$ cat src/rtl/gba_keypad_pkg.sv
// Shared constants and helpers for the GBA keypad front end: key bit
// positions in both layouts, KEYCNT fields, the SNES->GBA remap and the
// KEYCNT condition evaluation.
package gba_keypad_pkg;

    // GBA KEYINPUT bit positions
    localparam int GBA_KEY_A      = 0;
    localparam int GBA_KEY_B      = 1;
    localparam int GBA_KEY_SELECT = 2;
    localparam int GBA_KEY_START  = 3;
    localparam int GBA_KEY_RIGHT  = 4;
    localparam int GBA_KEY_LEFT   = 5;
    localparam int GBA_KEY_UP     = 6;
    localparam int GBA_KEY_DOWN   = 7;
    localparam int GBA_KEY_R      = 8;
    localparam int GBA_KEY_L      = 9;

    // SNES controller shift-word bit positions
    localparam int SNES_B      = 0;
    localparam int SNES_SELECT = 2;
    localparam int SNES_START  = 3;
    localparam int SNES_UP     = 4;
    localparam int SNES_DOWN   = 5;
    localparam int SNES_LEFT   = 6;
    localparam int SNES_RIGHT  = 7;
    localparam int SNES_A      = 8;
    localparam int SNES_L      = 10;
    localparam int SNES_R      = 11;

    // KEYCNT fields
    localparam int KEYCNT_IRQ_EN = 14;
    localparam int KEYCNT_COND   = 15;

    localparam int NUM_KEYS = 10;

    // Reorder the synchronized SNES word into GBA key order; X, Y and the
    // unused upper bits are dropped here.
    function automatic logic [9:0] snes_to_gba(input logic [15:0] snes);
        logic [9:0] gba;
        gba[GBA_KEY_A]      = snes[SNES_A];
        gba[GBA_KEY_B]      = snes[SNES_B];
        gba[GBA_KEY_SELECT] = snes[SNES_SELECT];
        gba[GBA_KEY_START]  = snes[SNES_START];
        gba[GBA_KEY_RIGHT]  = snes[SNES_RIGHT];
        gba[GBA_KEY_LEFT]   = snes[SNES_LEFT];
        gba[GBA_KEY_UP]     = snes[SNES_UP];
        gba[GBA_KEY_DOWN]   = snes[SNES_DOWN];
        gba[GBA_KEY_R]      = snes[SNES_R];
        gba[GBA_KEY_L]      = snes[SNES_L];
        return gba;
    endfunction

    // Gated interrupt condition from the active-low key state and KEYCNT.
    // An empty select mask never produces a true condition.
    function automatic logic keypad_gate(input logic [9:0]  keys_n,
                                         input logic [15:0] cnt);
        logic [9:0] mask;
        logic [9:0] pressed;
        logic       cond;
        mask    = cnt[9:0];
        pressed = ~keys_n & mask;
        if (cnt[KEYCNT_COND]) begin
            cond = (pressed == mask) && (mask != 10'd0);
        end else begin
            cond = |pressed;
        end
        return cond & cnt[KEYCNT_IRQ_EN];
    endfunction

endpackage

$ cat src/rtl/gba_keypad_ctrl_key_debounce.sv
// One-key debouncer: accepts a new level only after STABLE_SAMPLES
// consecutive ticks that disagree with the current stable state.
module key_debounce #(
    parameter int STABLE_SAMPLES = 3
) (
    input  logic clock,
    input  logic reset,
    input  logic tick,
    input  logic sample,
    output logic stable
);

    localparam logic [2:0] LAST_CNT = 3'(STABLE_SAMPLES - 1);

    logic       stable_r;
    logic [2:0] agree_r;

    // Stable level and disagreement counter, advanced only on sample ticks
    always_ff @(posedge clock) begin
        if (reset) begin
            stable_r <= 1'b1;
            agree_r  <= 3'd0;
        end else if (tick) begin
            if (sample == stable_r) begin
                agree_r <= 3'd0;
            end else if (agree_r == LAST_CNT) begin
                stable_r <= sample;
                agree_r  <= 3'd0;
            end else begin
                agree_r <= agree_r + 3'd1;
            end
        end else begin
            agree_r <= agree_r;
        end
    end

    assign stable = stable_r;

endmodule

$ cat src/rtl/gba_keypad_ctrl.sv
// GBA keypad front end: synchronizes the SNES pad word, debounces each key,
// presents KEYINPUT and raises a single-cycle keypad interrupt from KEYCNT.
module gba_keypad_ctrl
    import gba_keypad_pkg::*;
#(
    parameter int SAMPLE_DIV     = 16384,
    parameter int STABLE_SAMPLES = 3
) (
    input  logic        clock,
    input  logic        reset,
    input  logic [15:0] buttons_raw,
    input  logic [15:0] keycnt,
    output logic [15:0] keyinput,
    output logic        keypad_irq
);

    localparam int              DIV_W   = (SAMPLE_DIV > 2) ? $clog2(SAMPLE_DIV) : 1;
    localparam logic [DIV_W-1:0] DIV_MAX = DIV_W'(SAMPLE_DIV - 1);

    logic [15:0]      sync1_r;
    logic [15:0]      sync2_r;
    logic [DIV_W-1:0] div_cnt_r;
    logic             tick_s;
    logic [9:0]       sample_s;
    logic [9:0]       stable_s;
    logic [15:0]      keyinput_r;
    logic             gate_s;
    logic             gate_q_r;
    logic             irq_r;

    // Two-flop synchronizer for the asynchronous pad word (idle = released)
    always_ff @(posedge clock) begin
        if (reset) begin
            sync1_r <= 16'hFFFF;
            sync2_r <= 16'hFFFF;
        end else begin
            sync1_r <= buttons_raw;
            sync2_r <= sync1_r;
        end
    end

    // Sample prescaler; tick marks the wrap cycle
    always_ff @(posedge clock) begin
        if (reset) begin
            div_cnt_r <= '0;
        end else if (div_cnt_r == DIV_MAX) begin
            div_cnt_r <= '0;
        end else begin
            div_cnt_r <= div_cnt_r + DIV_W'(1);
        end
    end

    assign tick_s   = (div_cnt_r == DIV_MAX);
    assign sample_s = snes_to_gba(sync2_r);

    genvar k;
    generate
        for (k = 0; k < NUM_KEYS; k++) begin : g_key
            key_debounce #(
                .STABLE_SAMPLES(STABLE_SAMPLES)
            ) u_key_debounce (
                .clock (clock),
                .reset (reset),
                .tick  (tick_s),
                .sample(sample_s[k]),
                .stable(stable_s[k])
            );
        end
    endgenerate

    // Condition is evaluated on the published KEYINPUT so the IRQ trails it
    assign gate_s = keypad_gate(keyinput_r[9:0], keycnt);

    // KEYINPUT register, gate history and rising-edge interrupt pulse
    always_ff @(posedge clock) begin
        if (reset) begin
            keyinput_r <= 16'h03FF;
            gate_q_r   <= 1'b0;
            irq_r      <= 1'b0;
        end else begin
            keyinput_r <= {6'b000000, stable_s};
            gate_q_r   <= gate_s;
            irq_r      <= gate_s & ~gate_q_r;
        end
    end

    assign keyinput   = keyinput_r;
    assign keypad_irq = irq_r;

endmodule

$ cat config.mk
export PLATFORM = sky130hd
export DESIGN_NAME = gba_keypad_ctrl
export DESIGN_NICKNAME = d
export VERILOG_FILES = /design/src/rtl/gba_keypad_pkg.sv /design/src/rtl/gba_keypad_ctrl_key_debounce.sv /design/src/rtl/gba_keypad_ctrl.sv
export SDC_FILE = /design/constraint.sdc
export NUM_CORES = 1
export LEC_CHECK = 0
export CORE_MARGIN = 2
export CORE_UTILIZATION = 54
export CTS_CLUSTER_SIZE = 40
export DETAILED_ROUTE_END_ITERATION = 12
export HOLD_SLACK_MARGIN = 0.05
export PLACE_DENSITY = 0.8
export SETUP_SLACK_MARGIN = 0.2
export SYNTH_ARGS = -nofsm -noshare
export SYNTH_HDL_FRONTEND = slang
export SYNTH_SLANG_ARGS = --single-unit
$ cat constraint.sdc
create_clock -name clock -period 2.4 [get_ports clock]
set_input_delay 0.36 -clock clock [delete_from_list [all_inputs] [get_ports clock]]
set_output_delay 0.36 -clock clock [all_outputs]
set_load 0.05 [all_outputs]
* After elaboration in Yosys (flattened, before gate mapping)
Cells that the tools add are included.
** Storage, ports and cells
- Bits in registers :: 96
- Bits of input ports :: 34
- Output and inout port bits :: 17
- Logic and storage cells :: 110
** Cells by class
- $add $sub $neg :: 11
- Equal/unequal tests :: 22
- Multiplexer cells :: 21
- Bitwise gates (word level) :: 15
- Reduce and logical (&&, ||, !) cells :: 14
** Operator list (count)
- 3-bit two-way mux :: 20
- 3-bit by 1-bit adder with 3-bit output (second input constant) :: 10
- 3-bit by 2-bit == test with 1-bit output (second input constant) :: 10
- 3-bit AND reduction :: 10
- 14-bit by 1-bit adder with 14-bit output (second input constant) :: 1
- 14-bit == test (second input constant) :: 1
- 1-bit inverter :: 11
- 10-bit AND :: 1
- 1-bit == test :: 10
- 10-bit == test :: 1
- 10-bit inverter :: 1
- 10-bit nonzero test :: 1
- 10-bit OR reduction :: 1
- 1-bit AND :: 2
- 2-bit OR reduction :: 1
- 1-bit logical AND :: 1
- 1-bit two-way mux :: 1

* Longest topological paths before layout
- Word-level depth :: 7
- Gate-level depth with buffers :: 7
- Mapped depth without buffers :: 5

* Hierarchy
Synthesis repeated with hierarchy kept, for this count alone.
** Second synthesis, totals
- Cell total of the unflattened synthesis :: 389
- Area total of the unflattened synthesis :: 3706.1 µm²
** By module, submodules not included
- key_debounce :: times used 10, cells an instance 22, area an instance 203.9 µm², sequential area each 80.1 µm²
- gba_keypad_ctrl :: times used 1, cells an instance 169, area an instance 1666.6 µm², sequential area each 920.9 µm²

* Least setup slack after synthesis
OpenSTA, ideal clock, no wires.
- Kind :: reg2reg
- From :: reg div_cnt_r[0]
- To :: reg g_key[0].u_key_debounce.agree_r[0]
- Setup time :: 0.070 ns
- Data arrival time :: 1.692 ns
- Required time :: 2.330 ns
- Path slack :: 0.638 ns
- Stages on the path, launching flop included :: 7
- Buffers on the path :: 1
- Clock period less this slack :: 1.762 ns
- Cell sequence :: dfxtp_1 ha_1 and4_1 nand4_4 buf_6 or4_1 a21oi_1
** On the way
- Longest elaborated chain between the ends :: 1
** RTL lines
- from (decl) :: RTL line gba_keypad_ctrl.sv:22 : logic [DIV_W-1:0] div_cnt_r;
- from (signal assigned) :: RTL line gba_keypad_ctrl.sv:49 : div_cnt_r <= div_cnt_r + DIV_W'(1);
- 14-bit == test :: RTL line gba_keypad_ctrl.sv:53 : assign tick_s = (div_cnt_r == DIV_MAX);
- to (signal assigned) :: RTL line gba_keypad_ctrl_key_debounce.sv:30 : agree_r <= agree_r + 3'd1;
- to (signal assigned) :: RTL line gba_keypad_ctrl_key_debounce.sv:33 : agree_r <= agree_r;
- to (decl) :: RTL line gba_keypad_ctrl_key_debounce.sv:16 : logic [2:0] agree_r;
Every way passes these cells.
A chain may end at the register's enable or synchronous reset.

* Final worst setup path
- From :: reg div_cnt_r[0]
- To :: reg g_key[4].u_key_debounce.agree_r[0]
** On the way
- Longest elaborated chain between the ends :: 1
** RTL lines (RTL line)
- 14-bit == test :: gba_keypad_ctrl.sv:53
- to (signal assigned) :: gba_keypad_ctrl_key_debounce.sv:30
- to (signal assigned) :: gba_keypad_ctrl_key_debounce.sv:33
- to (decl) :: gba_keypad_ctrl_key_debounce.sv:16
Every way passes these cells.

==> impl_metrics.env <==
export IMPL_crit_fanout=15
export IMPL_required_ns=2.69
export IMPL_timing_rr_end="g_key[4].u_key_debounce.agree_r[0]"
export IMPL_num_rows=29
export IMPL_start_util=0.563
export IMPL_cts_tree="built"
export IMPL_ant_nets=0
export IMPL_syn_inst=388
export IMPL_min_from="sync1_r[5]"
export IMPL_avgSynthCellArea_um2=9.26
export IMPL_routed_via_density=5.62
export IMPL_max_cap_violations=0
export IMPL_skew_ns=0.0128
export IMPL_cts_root_buf="clkbuf_8"
export IMPL_cts_hold_buf=0
export IMPL_cts_buffers=9
export IMPL_finalSetupViolCount=0
export IMPL_die_area_um2=7330
export IMPL_core_um2=6390
export IMPL_io_pins=51
export IMPL_min_path_type="register to register"
export IMPL_cp_start_kind="register"
export IMPL_status="finished clean"
export IMPL_grt_max_degree=51
export IMPL_synth_warnings=0
export IMPL_gp_congestion=0.799
export IMPL_report_final_slew_viol_count=0
export IMPL_period_minus_slack_ns=1.98
export IMPL_syn_area_um2=3590
export IMPL_drive_gt1_frac=0.103
export IMPL_rrSetupSlack_ns=0.42
export IMPL_htree_levels=3
export IMPL_reg2regPathDepth=5
export IMPL_rsz0062_at_grt="false"
export IMPL_worst_slew_pin_slew_ns=0.512
export IMPL_fmax_ghz=0.505
export IMPL_io_buffer_count=34
export IMPL_crit_type="register to register"
export IMPL_drc=0
export IMPL_first_pass_iters=4
export IMPL_grt_pass1_wl_mm=11.5
export IMPL_clk_latency_ns=0.35
export IMPL_hold_ws_ns=0.408
export IMPL_yosysSeqAreaShare=0.479
export IMPL_p_leak_nw=1.54
export IMPL_diodes=0
export IMPL_fin_nets=458
export IMPL_vdd_drop_max_v=0.000497
export IMPL_hpwl_mm=4.64
export IMPL_grt_overflow=0
export IMPL_grt_pass1_vias=2701
export IMPL_vias=2839
export IMPL_fillers=546
export IMPL_relSlewSlack=0.658
export IMPL_clk_transition_reported_paths_ns=0.09
export IMPL_final_setup_tns_ns=0
export IMPL_wirelength_mm=6.89
export IMPL_synth_cell_type_count=37
export IMPL_die_y_um=85.6
export IMPL_p_per_area_nw_per_um2=619
export IMPL_ys_ff_latch=86
export IMPL_drtIter0Drc=91
export IMPL_cp_end_kind="register"
export IMPL_syn2layout_area_growth_pct=16.9
export IMPL_r2r_start="div_cnt_r[0]"
export IMPL_finalHoldViolations=0
export IMPL_cts_sinks=86
export IMPL_clockBufferDepth=2
export IMPL_die_x_um=85.6
export IMPL_critical_path_arrival_ns=2.27
export IMPL_antenna_found_initial=0
export IMPL_wl_per_cell_um=13.6
export IMPL_worstHoldPathCells=1
export IMPL_grt_use_total=0.194
export IMPL_min_period_over_period=0.824
export IMPL_holdPathEnd="sync2_r[5]"
==> synth_stat cells <==
cell	count	area share
nor3_1	1	0.0014
xor2_1	20	0.049
buf_2	5	0.0070
nand4_1	14	0.024
o21ai_1	10	0.014
xnor2_1	12	0.029
conb_1	1	0.0010
a31oi_1	20	0.035
nor4b_1	1	0.0024
a222oi_1	2	0.0056
a21oi_1	40	0.056
ha_1	1	0.0035
nand2b_1	1	0.0017
a2111oi_0	2	0.0049
nand3b_1	10	0.021
nor2b_1	25	0.044
nor4_1	1	0.0017
nand2_1	13	0.014
and3_1	2	0.0035
inv_1	7	0.0073
a22oi_1	3	0.0063
or2_2	16	0.028
and4b_1	1	0.0028
and2_1	1	0.0017
nand3_1	7	0.0097
and4_1	5	0.012
nand4_4	1	0.0059
or4_1	10	0.021
buf_4	7	0.015
dfxtp_1	86	0.48
buf_6	1	0.0031
clkbuf_1	12	0.013
nand4b_1	1	0.0024
o32ai_1	1	0.0024
or2_1	14	0.024
nor2_1	24	0.025
a311oi_1	10	0.024
==> area by class of cell <==
class	instances	area, µm²	share of cell area
inverters	7	26.3	0.00625
clock inverters	6	68.8	0.0164
repair buffers	43	415	0.0989
clock buffers	10	128	0.0304
multi-input cells	276	1750	0.415
well taps	77	96.3	0.0229
flip-flops and latches	86	1720	0.410
==> sequential cells by signal, summed over array words and instances, names as in the netlist <==
signal and cells:
g_key.u_key_debounce.agree_r 30, div_cnt_r 14, g_key.u_key_debounce.stable 10, keyinput 10, sync1_r 10, sync2_r 10, gate_q_r 1, keypad_irq 1
==> routing by layer <==
| metal | part of all wire | GRT usage | vias to the layer above |
|---|---|---|---|
| li1 | - | - | 1455 |
| met1 | 0.46 | 0.228 | 1339 |
| met2 | 0.51 | 0.335 | 39 |
| met3 | 0.024 | 0.0385 | 6 |
| met4 | 0.0094 | 0.0967 | 0 |
| met5 | 0 | 0 | - |
==> per-stage QoR <==
step	cells	total power, mW	area, µm²	util	worst slack, ns
floorplan	393	1.58	3610	-	0.638
global placement	488	1.63	3990	0.625	0.341
detailed placement	488	1.63	3990	0.625	0.271
CTS	504	2.63	4190	0.656	0.258
global route	505	2.70	4200	0.658	0.260
finish	505	2.60	4200	0.658	0.422
==> report_power, final <==
| group | switching (mW) | leakage [nW] | internal (mW) | total (mW) |
|---|---|---|---|---|
| Sequential | 0.0123 | 0.699 | 1.45 | 1.46 |
| Clock | 0.516 | 0.0973 | 0.489 | 1.01 |
| Combinational | 0.0732 | 0.747 | 0.0645 | 0.138 |
| Total | 0.602 | 1.54 | 2.00 | 2.60 |
==> critical path: stages (launching register included) <==
cell     delay [ns]
dfxtp_1        0.37
ha_1           0.20
and4_2         0.34
nand4_4        0.27
or4_1          0.58
a21oi_1        0.15
==> layout by cell type (no fill, tap or decap), types with 2 or more instances in the layout <==
master,instances
a2111oi_0,2
a21oi_1,40
a222oi_1,2
a22oi_1,3
a311oi_1,10
a31oi_1,20
and3_1,2
and4_1,4
buf_4,8
clkbuf_8,9
clkdlybuf4s50_1,33
conb_1,6
dfxtp_1,86
inv_1,7
inv_6,2
nand2_1,13
nand3_1,7
nand3b_1,10
nand4_1,14
nor2_1,24
nor2b_1,25
o21ai_1,10
or2_1,14
or2_2,16
or4_1,10
xnor2_1,12
xor2_1,20
==> what timing repair did <==
item,in CTS,in global routing
setup buffers,0,0
setup endpoints to repair,0,15
hold endpoints to repair,0,0
gates resized for setup,0,1
==> logic make-up (layout without fill, tap and decap cells) <==
kind of cell    count (synthesis)  in the layout  synth area share
fa+ha+maj                       1              1           0.00348
xor+xnor                       32             32            0.0780
compound gates                 88             88             0.148
buf+inv                        32             66            0.0446
flops                          86             86             0.479
other cells                     1              6           0.00104
simple gates                  148            149             0.246
==> worst max-delay path by stage <==
stage / depth (start not counted) / endpoint / from
3_5_place_dp: 5 / g_key[4].u_key_debounce.agree_r[0] / div_cnt_r[0]
4_1_cts: 5 / g_key[4].u_key_debounce.agree_r[0] / div_cnt_r[0]
6_report: 5 / g_key[4].u_key_debounce.agree_r[0] / div_cnt_r[0]
3_3_place_gp: 5 / g_key[0].u_key_debounce.agree_r[0] / div_cnt_r[0]
2_1_floorplan: 6 / g_key[0].u_key_debounce.agree_r[0] / div_cnt_r[0]
5_1_grt: 5 / g_key[2].u_key_debounce.agree_r[0] / div_cnt_r[0]
Power figures use the tool's default switching activity.
